--- config.mk ---
export PLATFORM = sky130hd
export DESIGN_NAME = mem_port_arbiter
export DESIGN_NICKNAME = d
export VERILOG_FILES = /design/src/rtl/mem_port_arbiter_pkg.sv /design/src/rtl/mem_port_arbiter_rr_pick.sv /design/src/rtl/mem_port_arbiter.sv
export SDC_FILE = /design/constraint.sdc
export NUM_CORES = 1
export LEC_CHECK = 0
export BUFFER_PORTS_ARGS = -buffer_cell sky130_fd_sc_hd__buf_2
export CAP_MARGIN = 30
export CORE_MARGIN = 1.5
export CORE_UTILIZATION = 36
export CTS_CLUSTER_DIAMETER = 80
export DETAILED_ROUTE_END_ITERATION = 10
export PLACE_DENSITY = 0.76
export SETUP_SLACK_MARGIN = 0.05
export SLEW_MARGIN = 20
export SYNTH_ARGS = -nofsm -noshare
export SYNTH_HDL_FRONTEND = slang
export SYNTH_SLANG_ARGS = --single-unit
--- constraint.sdc ---
create_clock -name clk -period 4.9 [get_ports clk]
set_clock_uncertainty 0.05 [all_clocks]
set_input_delay 0.735 -clock clk [delete_from_list [all_inputs] [get_ports clk]]
set_output_delay 0.735 -clock clk [all_outputs]
set_load 0.01 [all_outputs]
--- src/rtl/mem_port_arbiter_pkg.sv ---
// Shared types and helpers for mem_port_arbiter: FSM state encoding, default widths,
// one-hot helper.
package arb_pkg;
  typedef enum logic [1:0] {IDLE, ISSUE, WAIT_DATA, ACK} arb_state_t;

  localparam int ARB_ADDR_W  = 15;
  localparam int ARB_DATA_W  = 32;
  localparam int ARB_MAX_REQ = 32;

  function automatic logic [ARB_MAX_REQ-1:0] onehot_idx(input int unsigned idx);
    return {{(ARB_MAX_REQ-1){1'b0}}, 1'b1} << idx;
  endfunction
endpackage

--- src/rtl/mem_port_arbiter_rr_pick.sv ---
// Combinational winner select: round-robin from ptr, or lowest index wins when
// ARB_FIXED_PRIO_EN is defined (ptr then unused).
module rr_pick #(
  parameter int NUM_REQ = 3,
  parameter int IDX_W   = 2
) (
  input  logic [NUM_REQ-1:0] req,
  input  logic [IDX_W-1:0]   ptr,
  output logic [IDX_W-1:0]   idx,
  output logic               valid
);
  logic [IDX_W-1:0] cand;

`ifdef ARB_FIXED_PRIO_EN
  logic unused_ptr;
  assign unused_ptr = ^ptr;

  always_comb begin
    idx   = '0;
    valid = 1'b0;
    cand  = '0;
    for (int k = NUM_REQ-1; k >= 0; k--) begin
      cand = IDX_W'(k);
      if (req[cand]) begin
        idx   = cand;
        valid = 1'b1;
      end
    end
  end
`else
  // Walk downward so the candidate closest to ptr is written last and wins.
  always_comb begin
    idx   = '0;
    valid = 1'b0;
    cand  = '0;
    for (int k = NUM_REQ-1; k >= 0; k--) begin
      cand = IDX_W'((int'(ptr) + k) % NUM_REQ);
      if (req[cand]) begin
        idx   = cand;
        valid = 1'b1;
      end
    end
  end
`endif
endmodule

--- src/rtl/mem_port_arbiter.sv ---
// Shares one read-only memory port among NUM_REQ four-phase req/ack requesters.
// ARB_FIXED_PRIO_EN selects fixed priority instead of round-robin.
import arb_pkg::*;

module mem_port_arbiter #(
  parameter int NUM_REQ = 3,
  parameter int ADDR_W  = ARB_ADDR_W,
  parameter int DATA_W  = ARB_DATA_W,
  parameter int MEM_LAT = 1
) (
  input  logic                      clk,
  input  logic                      rst_b,
  input  logic [NUM_REQ-1:0]        req,
  input  logic [NUM_REQ*ADDR_W-1:0] addr,
  output logic [NUM_REQ-1:0]        ack,
  output logic [DATA_W-1:0]         rdata,
  output logic [NUM_REQ-1:0]        grant,
  output logic                      busy,
  output logic                      mem_en,
  output logic [ADDR_W-1:0]         mem_addr,
  input  logic [DATA_W-1:0]         mem_rdata
);
  localparam int IDX_W = (NUM_REQ > 1) ? $clog2(NUM_REQ) : 1;
  localparam int CNT_W = $clog2(MEM_LAT + 1);

  arb_state_t       state, state_d;
  logic [IDX_W-1:0] own, ptr, win, next_ptr;
  logic             win_vld, own_req, lat_done;
  logic [CNT_W-1:0] cnt;
  logic [ADDR_W-1:0] addr_arr [NUM_REQ];

  for (genvar i = 0; i < NUM_REQ; i++) begin : g_addr
    assign addr_arr[i] = addr[i*ADDR_W +: ADDR_W];
  end

  assign own_req  = req[own];
  assign lat_done = (cnt == '0);
  assign next_ptr = (own == IDX_W'(NUM_REQ-1)) ? '0 : own + IDX_W'(1);

  rr_pick #(.NUM_REQ(NUM_REQ), .IDX_W(IDX_W)) u_pick (
    .req   (req),
    .ptr   (ptr),
    .idx   (win),
    .valid (win_vld)
  );

  always_ff @(posedge clk or negedge rst_b) begin
    if (!rst_b) state <= IDLE;
    else        state <= state_d;
  end

  always_comb begin
    state_d = state;
    case (state)
      IDLE:      if (win_vld)  state_d = ISSUE;
      ISSUE:                   state_d = WAIT_DATA;
      WAIT_DATA: if (lat_done) state_d = ACK;
      ACK:       if (!own_req) state_d = IDLE;
      default:                 state_d = IDLE;
    endcase
  end

`ifdef ARB_FIXED_PRIO_EN
  assign ptr = '0;
`else
  always_ff @(posedge clk or negedge rst_b) begin
    if (!rst_b)                        ptr <= '0;
    else if (state == ACK && !own_req) ptr <= next_ptr;
  end
`endif

  // Outputs are all registered; addr is sampled only on the arbitration edge.
  always_ff @(posedge clk or negedge rst_b) begin
    if (!rst_b) begin
      own      <= '0;
      cnt      <= '0;
      ack      <= '0;
      rdata    <= '0;
      grant    <= '0;
      busy     <= 1'b0;
      mem_en   <= 1'b0;
      mem_addr <= '0;
    end else begin
      busy   <= (state_d != IDLE);
      mem_en <= (state == IDLE) && win_vld;
      case (state)
        IDLE: if (win_vld) begin
          own      <= win;
          grant    <= NUM_REQ'(onehot_idx(32'(win)));
          mem_addr <= addr_arr[win];
        end
        ISSUE: cnt <= CNT_W'(MEM_LAT - 1);
        WAIT_DATA: begin
          if (lat_done) begin
            rdata <= mem_rdata;
            ack   <= grant;
          end else begin
            cnt <= cnt - CNT_W'(1);
          end
        end
        ACK: if (!own_req) begin
          ack   <= '0;
          grant <= '0;
        end
        default: ;
      endcase
    end
  end
endmodule

==> results.py <==
metrics = {
    "cts": {
        "post_cts_resized": 0,
        "numCtsBuffers": 9,
        "holdBufCountCts": 0,
        "ctsLongestPathBuffers": 2,
        "clock_latency_ns": 0.32,
        "cts_tree": "built",
        "clk_pin_slew_worst_paths_ns": 0.07,
        "numClockSinks": 61,
        "cts-root-buf": "clkbuf_8",
        "post_cts_buffers": 0,
        "cts_max_level": 3,
    },
    "global_route": {
        "antenna_found_initial": 0,
        "grt_use_met3_pct": 3.82,
        "overflow": 0,
        "grt_max_degree": 40,
        "grt.total_usage_pct": 15.4,
        "grt_use_met2_pct": 26.3,
        "grt_pass1_vias": 2210,
        "grt_pass1_wl_mm": 10.4,
        "grtUsageMet1_pct": 19.1,
        "grt.busiest_layer": "met2",
    },
    "setup_path": {
        "crit_path_end_kind": "register",
        "cp.arrival_ns": 3.35,
        "startpoint_type": "register",
        "crit_type": "reg2reg",
        "required_ns": 5.07,
        "path_max_fanout": 24,
    },
    "layout": {
        "drive_gt1_share_pct": 53.4,
        "diodes": 0,
        "finalInstanceArea_um2": 3880,
        "fillers": 721,
        "area_delta_synth_final_pct": 32.3,
        "post-route-util_pct": 49.7,
        "final-instance-count-excl-fill": 484,
        "nets": 463,
    },
    "synth": {
        "synth_top_area_share_pct": 52.0,
        "synthCells": 244,
        "synth_area_um2": 2930,
        "ys_warn_count": 0,
        "synth-edff-count": 0,
        "synth.most_common_cell": "dfrtp_1",
        "yosysTopAreaCell": "dfrtp_1",
        "ys_seq_area_share_pct": 52.0,
        "synth_seq_cells": 61,
        "ys_types": 42,
        "ys.flop_type": "dfrtp_1",
        "async_flop_share_pct": 100,
        "ys_top_cells_by_area": "dfrtp_1, mux2_2, mux2i_1, a211oi_2, nor3_1",
        "syn_nets": 330,
        "synth.avg_cell_area_um2": 12.0,
        "synthTopCellsByCount": "dfrtp_1, mux2_2, nor2_1, mux2i_1, nor3_1",
    },
    "placed_design": {
        "io_buffers": 136,
        "place_congestion": 0.827,
        "place_area_um2": 3660,
        "post-dp-hpwl_mm": 4.89,
        "dp_cells": 466,
    },
    "sta": {
        "setup_viol": 0,
        "slew_violations": 0,
        "finalCriticalPeriod_ns": 3.18,
        "worst_pin_slew_ns": 0.900,
        "tns_ns": 0,
        "final_hold_viol_count": 0,
        "timing.hold.ws_ns": 0.319,
        "rsz0062_at_grt": "false",
        "fin_crit_sh_pct": 64.9,
        "slew_headroom_pct": 40.0,
        "max_freq_mhz": 314,
    },
    "power": {
        "seqPwrFrac_pct": 34.0,
        "power_density_nw_per_um2": 680,
        "p_switching_uw": 1010,
        "switching_share_pct": 38.4,
        "max-vdd-ir-drop_uv": 305,
        "power.leakage_uw": 0.00182,
        "power.internal_uw": 1630,
        "p_clk_share_pct": 16.3,
        "power_frac_comb_pct": 49.7,
    },
    "floorplan": {
        "die_area_um2": 8700,
        "die_h_um": 93.3,
        "core_area_um2": 7810,
        "ioPinCount": 137,
        "initial_utilization_pct": 37.6,
        "dieWidth_um": 93.3,
        "rows": 32,
    },
    "run_status": {
        "outcome": "finished clean",
    },
    "routing": {
        "totalWireLength_mm": 6.65,
        "drt_pass1_iterations": 4,
        "ant_nets": 0,
        "vias_per_cell": 4.82,
        "vias": 2334,
        "first_iter_violations": 70,
        "avgRoutedWirePerCell_um": 13.7,
        "drc": 0,
    },
    "run": {
        "maxCapViolCount": 0,
    },
    "min_path": {
        "hold_class": "in2async",
    },
}
[cell type report]
type | instances | area (um^2) | share of cell area [%]
flip-flops and latches | 61 | 1530 | 39.3
multi-input cells | 161 | 1300 | 33.5
repair buffers | 139 | 716 | 18.4
clock buffers | 12 | 145 | 3.74
well taps | 102 | 128 | 3.29
clock inverters | 4 | 47.5 | 1.23
inverters | 5 | 18.8 | 0.484
[layout by cell type, fill, tap and decap left out, types with 2 or more instances in the layout]
master and instances:
o21ai_0 8, nor3_1 15, ha_1 4, nand2b_1 2, and2_1 2, buf_4 2, nand3_1 5, clkinv_2 2
a211oi_1 5, a211oi_2 10, nand3b_1 4, nand2_1 14, buf_2 136, mux2_2 33, clkbuf_8 10, clkbuf_1 2
o21a_1 2, nor2_1 17, nor2b_1 3, inv_1 4, dfrtp_1 61, mux2i_1 16
[layer usage]
metal	wire [um]	part of all wire (%)	vias to the layer above
met5	0	0	-
met4	51	0.77	0
met3	501	7.5	5
met2	3150	47	110
met1	2950	44	1074
li1	-	-	1145
[worst max-delay path, stage by stage, from the launching register on]
cell and delay (ns):
dfrtp_1 0.41, inv_1 0.09, ha_1 0.35, mux2i_2 0.38, o211ai_2 0.17, o21ai_4 0.57, inv_2 0.30, and2_1 0.45
a211oi_1 0.31
[final timing paths]
check	from	endpoint	slack, ns	cells after the start
max in group asynchronous	rst_b	rdata[10]	3.61	2
setup / recovery	ptr[1]	mem_addr[0]	1.72	8
min in group clk	rdata[9]	rdata[9]	0.45	1
setup reg to reg	ptr[1]	mem_addr[0]	1.72	8
hold / removal	rst_b	rdata[11]	0.32	1
hold reg to reg	rdata[9]	rdata[9]	0.45	1
[state kept, by name, indices dropped and copies added (netlist names)]
name and cells:
own 2, mem_en 1, grant 3, rdata 32, ack 3, state 2
mem_addr 15, busy 1, ptr 2
[power by group through the flow]
stage	combinational, uW	sequential, uW	clock, uW
2_1_floorplan	821	1000	0
3_3_place_gp	1270	901	0
3_5_place_dp	1300	909	0
4_1_cts	1310	902	444
5_1_grt	1440	934	468
6_report	1310	898	430
[metrics by stage]
| step | power [uW] | setup WS [ns] |
|---|---|---|
| 2_1_floorplan | 1820 | 2.61 |
| 3_3_place_gp | 2170 | 1.88 |
| 3_5_place_dp | 2210 | 1.71 |
| 4_1_cts | 2650 | 1.70 |
| 5_1_grt | 2850 | 1.42 |
| 6_report | 2640 | 1.72 |
[kinds of logic (layout without fill, tap and decap cells)]
logic type                 Yosys count  after routing  share of synthesized area (%)
AOI/OAI and AO/OA                   41             41                           12.8
adders and majority gates            4              4                           1.71
buffers and inverters               22            160                           4.14
DFF                                 61             61                           52.0
muxes                               50             50                           18.6
and+or+nand+nor                     66             66                           10.8
No activity file was read; power rests on OpenSTA's default activity.
